### src/rtl/if_fetch_unit.sv
// if_fetch_unit: instruction-fetch stage engine with one outstanding req/ack read and redirect handling
//
// Optional feature macro: FETCH_PERF_CNT_EN (adds fetch_cnt / drop_cnt outputs)
//
// Ports:
//   clk            in   clock
//   resetn         in   synchronous active-low reset
//   IF_valid       in   IF stage valid from pipeline controller
//   next_fetch     in   controller permits IF to advance (includes cancel)
//   cancel         in   flush/redirect pulse
//   cancel_target  in   redirect PC, truncated to a word boundary
//   inst_req       out  level instruction read request
//   inst_addr      out  word-aligned read address, stable until inst_ack
//   inst_ack       in   response valid, may coincide with the first inst_req cycle
//   inst_rdata     in   instruction word, valid with inst_ack
//   IF_over        out  instruction held and IF stage valid
//   IF_inst        out  held instruction
//   IF_pc          out  PC of held instruction
//   fetch_cnt      out  (FETCH_PERF_CNT_EN) completed sequential advances out of HOLD
//   drop_cnt       out  (FETCH_PERF_CNT_EN) discarded responses plus dropped held instructions
module if_fetch_unit #(
  parameter logic [31:0] RESET_PC = 32'h0000_0000,
  parameter logic [31:0] PC_STEP  = 32'd4
) (
  input  logic        clk,
  input  logic        resetn,
  input  logic        IF_valid,
  input  logic        next_fetch,
  input  logic        cancel,
  input  logic [31:0] cancel_target,
  output logic        inst_req,
  output logic [31:0] inst_addr,
  input  logic        inst_ack,
  input  logic [31:0] inst_rdata,
  output logic        IF_over,
  output logic [31:0] IF_inst,
  output logic [31:0] IF_pc
`ifdef FETCH_PERF_CNT_EN
  ,
  output logic [31:0] fetch_cnt,
  output logic [31:0] drop_cnt
`endif
);
  localparam logic [1:0] S_IDLE = 2'd0;
  localparam logic [1:0] S_REQ  = 2'd1;
  localparam logic [1:0] S_HOLD = 2'd2;
  logic [1:0]  state_q, state_d;
  logic [31:0] pc_q, pc_d;
  logic [31:0] req_addr_q, req_addr_d;
  logic        pend_q, pend_d;
  logic [31:0] inst_q, inst_d;
  logic [31:0] ipc_q, ipc_d;
  logic [31:0] cancel_pc;
  logic        in_req, idle_go, hold_go, ack_ok, ack_drop, req_cancel;
  assign cancel_pc  = cancel_target & ~32'h3;
  assign in_req     = state_q == S_REQ;
  assign idle_go    = (state_q == S_IDLE) & IF_valid;
  assign hold_go    = (state_q == S_HOLD) & next_fetch;
  assign ack_ok     = in_req & inst_ack & ~cancel & ~pend_q;
  // A response that crosses a cancel belongs to the old stream and is thrown away.
  assign ack_drop   = in_req & inst_ack & (cancel | pend_q);
  // Cancel before the response: the request stays on the bus, only the pc moves.
  assign req_cancel = in_req & ~inst_ack & cancel;
  always_comb begin
    pc_d       = ((in_req | hold_go) & cancel) ? cancel_pc : hold_go ? pc_q + PC_STEP : pc_q;
    // The bus address is only reloaded when a new request begins, so a pending redirect
    // never disturbs the address of the request still in flight.
    req_addr_d = idle_go ? pc_q : (ack_drop | hold_go) ? pc_d : req_addr_q;
    pend_d     = req_cancel ? 1'b1 : ack_drop ? 1'b0 : pend_q;
    state_d    = (idle_go | hold_go) ? S_REQ : ack_ok ? S_HOLD : state_q;
    inst_d     = ack_ok ? inst_rdata : inst_q;
    ipc_d      = ack_ok ? pc_q : ipc_q;
  end
  always_ff @(posedge clk) begin
    if (!resetn) begin
      state_q    <= S_IDLE;
      pc_q       <= RESET_PC;
      req_addr_q <= RESET_PC;
      pend_q     <= 1'b0;
      inst_q     <= '0;
      ipc_q      <= '0;
    end else begin
      state_q    <= state_d;
      pc_q       <= pc_d;
      req_addr_q <= req_addr_d;
      pend_q     <= pend_d;
      inst_q     <= inst_d;
      ipc_q      <= ipc_d;
    end
  end
  assign inst_req  = in_req;
  assign inst_addr = req_addr_q & ~32'h3;
  assign IF_over   = (state_q == S_HOLD) & IF_valid;
  assign IF_inst   = inst_q;
  assign IF_pc     = ipc_q;
`ifdef FETCH_PERF_CNT_EN
  logic [31:0] fetch_cnt_q, drop_cnt_q;
  always_ff @(posedge clk) begin
    if (!resetn) begin
      fetch_cnt_q <= '0;
      drop_cnt_q  <= '0;
    end else begin
      fetch_cnt_q <= fetch_cnt_q + {31'd0, hold_go & ~cancel};
      drop_cnt_q  <= drop_cnt_q + {31'd0, ack_drop | (hold_go & cancel)};
    end
  end
  assign fetch_cnt = fetch_cnt_q;
  assign drop_cnt  = drop_cnt_q;
`endif
endmodule

### config.mk
export PLATFORM = sky130hd
export DESIGN_NAME = if_fetch_unit
export DESIGN_NICKNAME = d
export VERILOG_FILES = /design/src/rtl/if_fetch_unit.sv
export SDC_FILE = /design/constraint.sdc
export NUM_CORES = 1
export LEC_CHECK = 0
export ABC_CLOCK_PERIOD_IN_PS = 1800
export CORE_ASPECT_RATIO = 0.7
export CORE_MARGIN = 2
export CORE_UTILIZATION = 30
export CTS_BUF_LIST = sky130_fd_sc_hd__clkbuf_8
export DETAILED_ROUTE_END_ITERATION = 8
export HOLD_SLACK_MARGIN = 0.12
export PLACE_DENSITY_LB_ADDON = 0.08
export SLEW_MARGIN = 20
export SYNTH_ARGS = -nofsm -noshare
export SYNTH_HDL_FRONTEND = slang
export SYNTH_SLANG_ARGS = --single-unit
### constraint.sdc
create_clock -name clk -period 1.8 [get_ports clk]
set_clock_uncertainty 0.1 [all_clocks]
set_input_delay 0.18 -clock clk [delete_from_list [all_inputs] [get_ports clk]]
set_output_delay 0.18 -clock clk [all_outputs]
set_load 0.1 [all_outputs]
* Word level (Yosys, flattened, before mapping) *
Index checks and enable logic that the tools add are counted.

operators by class
  reductions and logical operators = 5
  equality and inequality tests = 2
  bitwise gates (word level) = 18
  add/subtract/negate cells = 1
  multiplexer cells = 8

operators by type and width
  kind                                                                   count
  32-bit 2-to-1 mux                                                      4
  32-bit by 3-bit adder with 32-bit output, second input constant        1
  1-bit bitwise AND                                                      10
  2-bit nonzero test                                                     3
  1-bit 2-to-1 mux                                                       4
  1-bit NOT                                                              4
  1-bit bitwise OR                                                       4
  2-bit by 1-bit equality test with 1-bit output, second input constant  1
  2-bit equality test, second input constant                             1
  2-bit zero test                                                        1
  2-bit OR reduction                                                     1

word-level totals
  input port bits = 70
  output and inout bits = 98
  register bits after elaboration = 131
  logic and storage cells = 41

* Longest topological paths before layout *
Gate-level depths: netlist of the first run.

  depth after elaboration = 7
  gate-level depth with buffers = 9
  mapped depth without buffers = 6

* Worst setup path before layout of the first run *
OpenSTA, ideal clock, no wires.

  path type = flip-flop to flip-flop
  start = reg state_q[0]
  end = reg req_addr_q[7]
  setup time = 0.122 ns
  slack = -1.414 ns
  buffers on the path = 2
  period minus slack after synthesis = 3.214 ns
  cell stages (with the launch flop) = 8
  data arrival time = 2.993 ns
  required time = 1.578 ns
  cells stage by stage = dfxtp_1 -> buf_2 -> nor2b_1 -> o21ai_1 -> buf_2 -> nor2_1 -> a21oi_1 -> o311a_1

on the way
  elaborated cells on any way between the ends = 15
  classes of those cells = eq/ne (2); mux (4); bitwise (7); reduce/logical (2)

RTL lines
  element                                           RTL line  source
  start, declared                                   47        logic [1:0] state_q, state_d;
  start signal, assigned                            83        state_q <= state_d;
  2-bit by 1-bit equality test with 1-bit output *  56        assign in_req = state_q == S_REQ;
  named net inst_req                                31        output logic inst_req,
  1-bit bitwise OR                                  65        pc_d = ((in_req | hold_go) & cancel) ? cancel_pc : hold_go ? pc_q + PC_STEP : pc_q;
  1-bit bitwise AND                                 65
  32-bit 2-to-1 mux                                 65
  32-bit 2-to-1 mux (2 in a row)                    68        req_addr_d = idle_go ? pc_q : (ack_drop | hold_go) ? pc_d : req_addr_q;
  end signal, assigned                              85        req_addr_q <= req_addr_d;
  end, declared                                     49        logic [31:0] req_addr_q, req_addr_d;

The timed path passes the listed nets; every way through them passes the cells marked *. The select of a mux whose other input is x is not followed.
A chain may end at the register's enable or synchronous reset.

* Worst setup path in the final report of the first run *
  start = reg pc_q[10]
  end = reg req_addr_q[13]

on the way
  longest elaborated chain between the ends = 5

RTL lines
  element                                   RTL line  source
  start, declared                           48        logic [31:0] pc_q, pc_d;
  start signal, assigned                    84        pc_q <= pc_d;
  32-bit by 3-bit adder with 32-bit output  65
  32-bit 2-to-1 mux (2 in a row)            65
  32-bit 2-to-1 mux (2 in a row)            68

Every way passes these cells. The select of a mux whose other input is x is not followed.

==> results of run 1 <==
==> cells in the mapped netlist (3+ instances only) <==
cell type                    n  area, um2
sky130_fd_sc_hd__nand4_1    10      62.56
sky130_fd_sc_hd__a211oi_1    9      67.56
sky130_fd_sc_hd__dfxtp_1   129       2582
sky130_fd_sc_hd__a21oi_1    96      480.5
sky130_fd_sc_hd__mux2i_1     6      60.06
sky130_fd_sc_hd__inv_1       8      30.03
sky130_fd_sc_hd__nor3_1      6      30.03
sky130_fd_sc_hd__o221ai_1   16      140.1
sky130_fd_sc_hd__nand2_1   154      578.1
sky130_fd_sc_hd__buf_1       7      26.28
sky130_fd_sc_hd__and3_1     13      81.33
sky130_fd_sc_hd__nor4_2      4      50.05
sky130_fd_sc_hd__nor2_1     27      101.4
sky130_fd_sc_hd__xor2_1     11      96.34
sky130_fd_sc_hd__a31o_2      4      35.03
sky130_fd_sc_hd__nand3_1    23      115.1
sky130_fd_sc_hd__xnor2_1    12      105.1
sky130_fd_sc_hd__buf_2       6      30.03
sky130_fd_sc_hd__o21ai_0    27      135.1
sky130_fd_sc_hd__or3_1       3      18.77
sky130_fd_sc_hd__and2_1      6      37.54
sky130_fd_sc_hd__nor4_1      6      37.54
sky130_fd_sc_hd__o211ai_1    4      30.03
sky130_fd_sc_hd__clkbuf_1   34      127.6
==> path summary, 6_finish.rpt <==
check	end	slack (ps)	cells after the start
worst max-delay path	req_addr_q[13]	-70	8
worst min-delay path	IF_inst[29]	190	3
worst max register to register	req_addr_q[13]	-70	8
worst min register to register	IF_inst[7]	350	2
==> layer usage <==
metal	vias up	wire length, um	track usage, %
met1	2704	9921	30.70
met3	16	1500	5.462
met2	206	8156	27.00
met4	2	197	4.713
li1	2835	-	-
met5	-	13	0
==> cells in the final DEF, fill, tap and decap left out, drive strengths merged, types with 3 or more instances in the layout <==
master,n
buf,213
nand2,154
dfxtp,129
a21oi,96
clkdlybuf4s50,66
o21ai,28
nor2,27
nand3,23
clkbuf,21
o221ai,16
and3,13
xnor2,12
nand4,11
xor2,11
nor4,11
inv,10
a211oi,10
and2,6
mux2i,6
nor3,6
clkinv,5
o211ai,4
bufinv,4
a31o,4
or3,3
==> sequential cells by signal, summed over array words and instances (netlist names) <==
name / flops
req_addr_q: 30
state_q: 2
pc_q: 32
IF_pc: 32
pend_q: 1
IF_inst: 32
==> cell families after synthesis <==
logic type	Yosys count	share of synthesized area, %
fa+ha+maj	1	0.2284
buf+inv	60	4.546
mux	8	1.508
compound gates	178	19.53
xor+xnor	23	3.678
simple gates	266	23.28
flops	129	47.16
other cells	1	0.06847
==> layout make-up <==
class / count / share of cell area, %
Tap cell: 236 / 3.068
Timing Repair Buffer: 281 / 33.31
Inverter: 9 / 0.3510
Multi-Input combinational cell: 478 / 31.45
Clock inverter: 12 / 1.872
Clock buffer: 20 / 2.860
Sequential cell: 129 / 27.09
==> stage by stage <==
step	cell area [um2]	hold slack, ps	cells
after detailed placement	8771	346.0	1125
after CTS	9286	166.6	1157
after global routing	9624	170.7	1165
after floorplan	5712	210.4	667
final	9624	189.8	1165
after global placement	8771	340.3	1125
==> repair_timing <==
action | CTS | global route
endpoints found under the setup margin | 41 | 45
endpoints found under the hold margin | 0 | 0
setup buffers | 0 | 5
hold buffers | 0 | 0
gates cloned | 0 | 3
pin swaps | 13 | 28
resized for setup | 15 | 59
==> power groups by stage <==
stage                     logic, mW  clock network (mW)  registers (mW)
after detailed placement       1.92                   0            3.20
after floorplan               0.496                   0            3.78
after global placement         1.91                   0            3.20
after global routing           2.12                3.04            3.16
after CTS                      1.93                2.90            3.14
final                          2.03                2.83            3.14
==> worst min-delay path: stages <==
cell and delay [ps]:
sky130_fd_sc_hd__clkdlybuf4s50_1 390, sky130_fd_sc_hd__nand2_1 60, sky130_fd_sc_hd__a21oi_1 50
==> flow_metrics.env, run 1 <==
export IMPL_status="complete, but fails checks"
export IMPL_violations="negative setup slack"
export IMPL_synth_sequential_area_ratio_pct=47.16
export IMPL_cap_violations=0
export IMPL_power_leakage_nw=3.847
export IMPL_critical_path_arrival_ps=2090
export IMPL_clockPowerShare_pct=35.3
export IMPL_final_min_clock_period_ps=1872
export IMPL_timing_setup_tns_ps=-413.2
export IMPL_library_cell_appearing_most_often_on_the_critical_path="sky130_fd_sc_hd__buf_4"
export IMPL_worst_path_max_delay_cell="sky130_fd_sc_hd__dfxtp_2"
export IMPL_critical_path_class="register to register"
export IMPL_drt_wirelength_per_cell_um=16.99
export IMPL_cts_sinks=129
export IMPL_count_of_flip_flops_with_a_built_in_enable_after_synthesis=0
export IMPL_ant_nets=0
export IMPL_number_of_nets_in_the_final_layout=987
export IMPL_core_area_um2=17950
export IMPL_power_frac_seq_pct=39.3
export IMPL_setup_viol=9
export IMPL_numCtsBuffers=17
export IMPL_grt_usage_pct=19.91
export IMPL_synth_warnings=0
export IMPL_post_synth_instance_area_um2=5477
export IMPL_clkTransAtPathRegs_ps=70
export IMPL_drtIter0Drc=435
export IMPL_finalWorstSetupSlack_ps=-71.91
export IMPL_diodes=0
export IMPL_post_place_ws_ps=-443.8
export IMPL_power_ir_vdd_worst_mv=0.4128
export IMPL_worstPathBufferInverterCount=3
export IMPL_drive_gt1_share_pct=35.31
export IMPL_tritoncts="built"
export IMPL_num_vias=5763
export IMPL_routed_wl_um=19790
export IMPL_critPathRequiredTime_ps=2020
export IMPL_die_area_um2=19370
export IMPL_hold_violations=0
export IMPL_cts_path_max_buffers=2
export IMPL_place_port_buffers=163
export IMPL_cells_along_the_critical_path="nand4_1 > buf_4 > buf_4 > nor4_2 > buf_4 > and3_1 > o211a_1 > nor3_1"
export IMPL_fillers=1630
export IMPL_clk_root_buffer_cell="sky130_fd_sc_hd__clkbuf_8"
export IMPL_row_count=41
export IMPL_number_of_global_route_vias_before_repair=5272
export IMPL_power_share_combinational_pct=25.4
export IMPL_clock_tree_htree_level_count=4
export IMPL_seqCellArea_um2=2608
export IMPL_multi_input_area_um2=3027
export IMPL_worst_skew_pair_late_latency_ps=440
export IMPL_end_kind="register"
export IMPL_final_core_util_pct=53.60
export IMPL_die_w_um=165.5
export IMPL_hold_path_class="input port to register"
export IMPL_initial_utilization_pct=30.50
export IMPL_path_max_fanout=4
export IMPL_drcViolationCount=0
export IMPL_finalWeightedCongestion=0.8861
export IMPL_total_power_mw=7.999
export IMPL_p_switching_mw=2.577
export IMPL_global_route_wire_length_before_repair_um=29380
export IMPL_grt_ovfl_total=0
export IMPL_max_freq_ghz=0.5342
export IMPL_routed_via_density=4.947
export IMPL_setup_worst_path_start_class="register"
export IMPL_synthArstFlopShare_pct=0
export IMPL_rsz_0062_raised_after_global_routing="yes"
export IMPL_path_delay_family="simple AND/OR/NAND/NOR gates"
export IMPL_switching_share_pct=32.21
export IMPL_synth_area_per_cell_um2=8.223
export IMPL_crit_reg_reg_startpoint="pc_q[10]"
export IMPL_maximum_number_of_pins_on_one_net_before_global_route_repair=67
export IMPL_crit_path_max_incr_delay_ps=330
export IMPL_internal_power_mw=5.422
export IMPL_grt_antenna_before_repair=1
export IMPL_die_h_um=117.0
export IMPL_worst_setup_path_startpoint="pc_q[10]"
export IMPL_power_per_cell_area_nw_per_um2=831.1
export IMPL_drt_pass1_iterations=5
export IMPL_dp_hpwl_um=14690
export IMPL_synth_lib_cells_used_distinct=59
export IMPL_synth_seq_cells=129
export IMPL_layout_worst_path_cycle_share_pct=104.0
export IMPL_syn_inst=666
export IMPL_final_max_slew_violation_count=0
export IMPL_boundaryPins=168
export IMPL_synth_top_flop_cell="sky130_fd_sc_hd__dfxtp_1"
export IMPL_synth_to_final_area_change_pct=75.74
export IMPL_min_delay_start="inst_rdata[29]"
No activity file was read; power rests on OpenSTA's default activity.
==> run 2: changes to the inputs <==
--- a/config.mk
+++ b/config.mk
@@ -7,8 +7,8 @@
 export LEC_CHECK = 0
 export ABC_CLOCK_PERIOD_IN_PS = 1800
 export CORE_ASPECT_RATIO = 0.7
-export CORE_MARGIN = 2
-export CORE_UTILIZATION = 30
+export CORE_MARGIN = 4
+export CORE_UTILIZATION = 43
 export CTS_BUF_LIST = sky130_fd_sc_hd__clkbuf_8
 export DETAILED_ROUTE_END_ITERATION = 8
 export HOLD_SLACK_MARGIN = 0.12
==> run 2 against run 1 <==
Against the previous run: the flow still finishes with violations (negative setup slack); maximum frequency down 1.0%; utilization increased by 29 points; worst hold slack worse by 15 ps; final cell count is 4.7% lower; global-route usage up 5.6 points; critical path type unchanged; sequential power about the same; largest cell class is now multi-input gates; critical path depth shrank 3; clock power fell by 9.5%; flip-flop and latch count unchanged; routed wire length increased by 14%.
==> flow_metrics.env, run 2 (same netlist as run 1, synthesis figures left out) <==
export IMPL_status="complete, but fails checks"
export IMPL_violations="negative setup slack"
export IMPL_hold_path_class="input port to register"
export IMPL_dp_hpwl_um=14160
export IMPL_drcViolationCount=0
export IMPL_grt_ovfl_total=0
export IMPL_die_h_um=102.4
export IMPL_die_w_um=142.9
export IMPL_drive_gt1_share_pct=46.10
export IMPL_routed_wl_um=22640
export IMPL_internal_power_mw=5.176
export IMPL_final_max_slew_violation_count=0
export IMPL_max_freq_ghz=0.5286
export IMPL_ant_nets=0
export IMPL_final_min_clock_period_ps=1892
export IMPL_die_area_um2=14630
export IMPL_critical_path_class="register to register"
export IMPL_clock_tree_htree_level_count=4
export IMPL_diodes=0
export IMPL_end_kind="register"
export IMPL_number_of_global_route_vias_before_repair=5574
export IMPL_worst_skew_pair_late_latency_ps=440
export IMPL_drt_pass1_iterations=5
export IMPL_grt_usage_pct=25.48
export IMPL_cap_violations=0
export IMPL_critPathRequiredTime_ps=2040
export IMPL_drtIter0Drc=520
export IMPL_path_max_fanout=4
export IMPL_numCtsBuffers=17
export IMPL_clkTransAtPathRegs_ps=80
export IMPL_hold_violations=0
export IMPL_finalWorstSetupSlack_ps=-91.71
export IMPL_layout_worst_path_cycle_share_pct=105.1
export IMPL_drt_met1_wl_um=10060
export IMPL_layout_commonest_cell="sky130_fd_sc_hd__buf_4"
export IMPL_rsz_0062_raised_after_global_routing="yes"
export IMPL_finalWeightedCongestion=0.9022
export IMPL_num_vias=6292
export IMPL_p_switching_mw=2.802
export IMPL_synth_to_final_area_change_pct=88.46
export IMPL_final_core_util_pct=83.09
export IMPL_power_ir_vdd_worst_mv=0.5828
export IMPL_timing_setup_tns_ps=-3991
export IMPL_core_area_um2=12420
export IMPL_grt_antenna_before_repair=1
export IMPL_cts_path_max_buffers=2
export IMPL_dr_wl_met3_um=1820
export IMPL_place_port_buffers=163
export IMPL_maximum_number_of_pins_on_one_net_before_global_route_repair=38
export IMPL_power_share_combinational_pct=28.4
export IMPL_number_of_nets_in_the_final_layout=1006
export IMPL_power_frac_seq_pct=39.4
export IMPL_row_count=34
export IMPL_cts_sinks=129
export IMPL_top_layer_used="met5"
export IMPL_switching_share_pct=35.12
export IMPL_power_per_cell_area_nw_per_um2=773.0
export IMPL_setup_worst_path_start_class="register"
export IMPL_drt_wirelength_per_cell_um=20.39
export IMPL_initial_utilization_pct=44.09
export IMPL_power_leakage_nw=4.376
export IMPL_clockPowerShare_pct=32.1
export IMPL_layout_cells_most_common_list="sky130_fd_sc_hd__buf_4 (132), sky130_fd_sc_hd__dfxtp_1 (116), sky130_fd_sc_hd__nand2_1 (111), sky130_fd_sc_hd__buf_12 (72), sky130_fd_sc_hd__clkdlybuf4s50_1 (67)"
export IMPL_timing_hold_ws_ps=175.3
export IMPL_regToRegSetupSlack_ps=-90
export IMPL_tritoncts="built"
export IMPL_routed_wl_met2_um=10370
export IMPL_setup_viol=86
export IMPL_critical_path_arrival_ps=2130
export IMPL_post_place_ws_ps=-452.2
export IMPL_boundaryPins=168
export IMPL_routed_via_density=5.668
export IMPL_clk_root_buffer_cell="sky130_fd_sc_hd__clkbuf_8"
export IMPL_global_route_wire_length_before_repair_um=29080
-- run 2: cell count changes in the layout (fill, tap and decap cells not counted), sizes merged --
cell,change
buf,+14
bufinv,-2
clkbuf,+3
clkdlybuf4s50,+1
clkinvlp,+1
dlymetal6s2s,-1
inv,+3
-- run 2: per-stage QoR --
step	power [mW]	area [um2]	cells
final	7.978	10320	1110
after CTS	7.615	9159	1084
after global routing	8.215	10320	1110
after detailed placement	5.099	8671	1050
after floorplan	4.278	5712	667
after global placement	5.072	8671	1050
-- run 2: final timing paths --
kind                                startpoint        endpoint  cells past startpoint
worst min register to register     IF_inst[26]     IF_inst[26]                      2
worst max register to register        pc_q[11]  req_addr_q[28]                      5
worst max-delay path                  pc_q[11]  req_addr_q[28]                      5
worst min-delay path            inst_rdata[31]     IF_inst[31]                      3
-- run 2: power by group through the flow --
| stage | sequential, mW | combinational, mW | clock, mW |
|---|---|---|---|
| 2_1_floorplan | 3.78 | 0.496 | 0 |
| 3_3_place_gp | 3.19 | 1.88 | 0 |
| 3_5_place_dp | 3.19 | 1.91 | 0 |
| 4_1_cts | 3.13 | 1.92 | 2.56 |
| 5_1_grt | 3.16 | 2.34 | 2.71 |
| 6_report | 3.15 | 2.27 | 2.56 |
-- run 2: cell type report --
| class | count | area (um2) |
|---|---|---|
| Fill cell | 720 | 2101 |
| Tap cell | 162 | 202.7 |
| Inverter | 9 | 33.78 |
| Timing Repair Buffer | 300 | 3523 |
| Clock inverter | 14 | 156.4 |
| Clock buffer | 18 | 247.7 |
| Sequential cell | 129 | 2606 |
| Multi-Input combinational cell | 478 | 3551 |
-- run 2: per-layer routing --
layer | global-route usage [%] | up-vias
met1 | 37.51 | 3069
met3 | 5.098 | 37
li1 | - | 2894
met2 | 37.63 | 290
met5 | 0 | -
met4 | 7.962 | 2
-- run 2: timing repair --
action,CTS,global route
gates resized for setup,16,214
cloned,0,11
buffers inserted,2,15
hold buffers,0,0
pin swaps,13,107
endpoints found under the setup margin,33,98
-- run 2: worst max-delay path: stages, from the launching register on --
cell,delay [ps]
sky130_fd_sc_hd__dfxtp_2,340
sky130_fd_sc_hd__nand4_1,200
sky130_fd_sc_hd__or4_4,610
sky130_fd_sc_hd__nor4_2,260
sky130_fd_sc_hd__xnor2_1,180
sky130_fd_sc_hd__a21oi_1,100
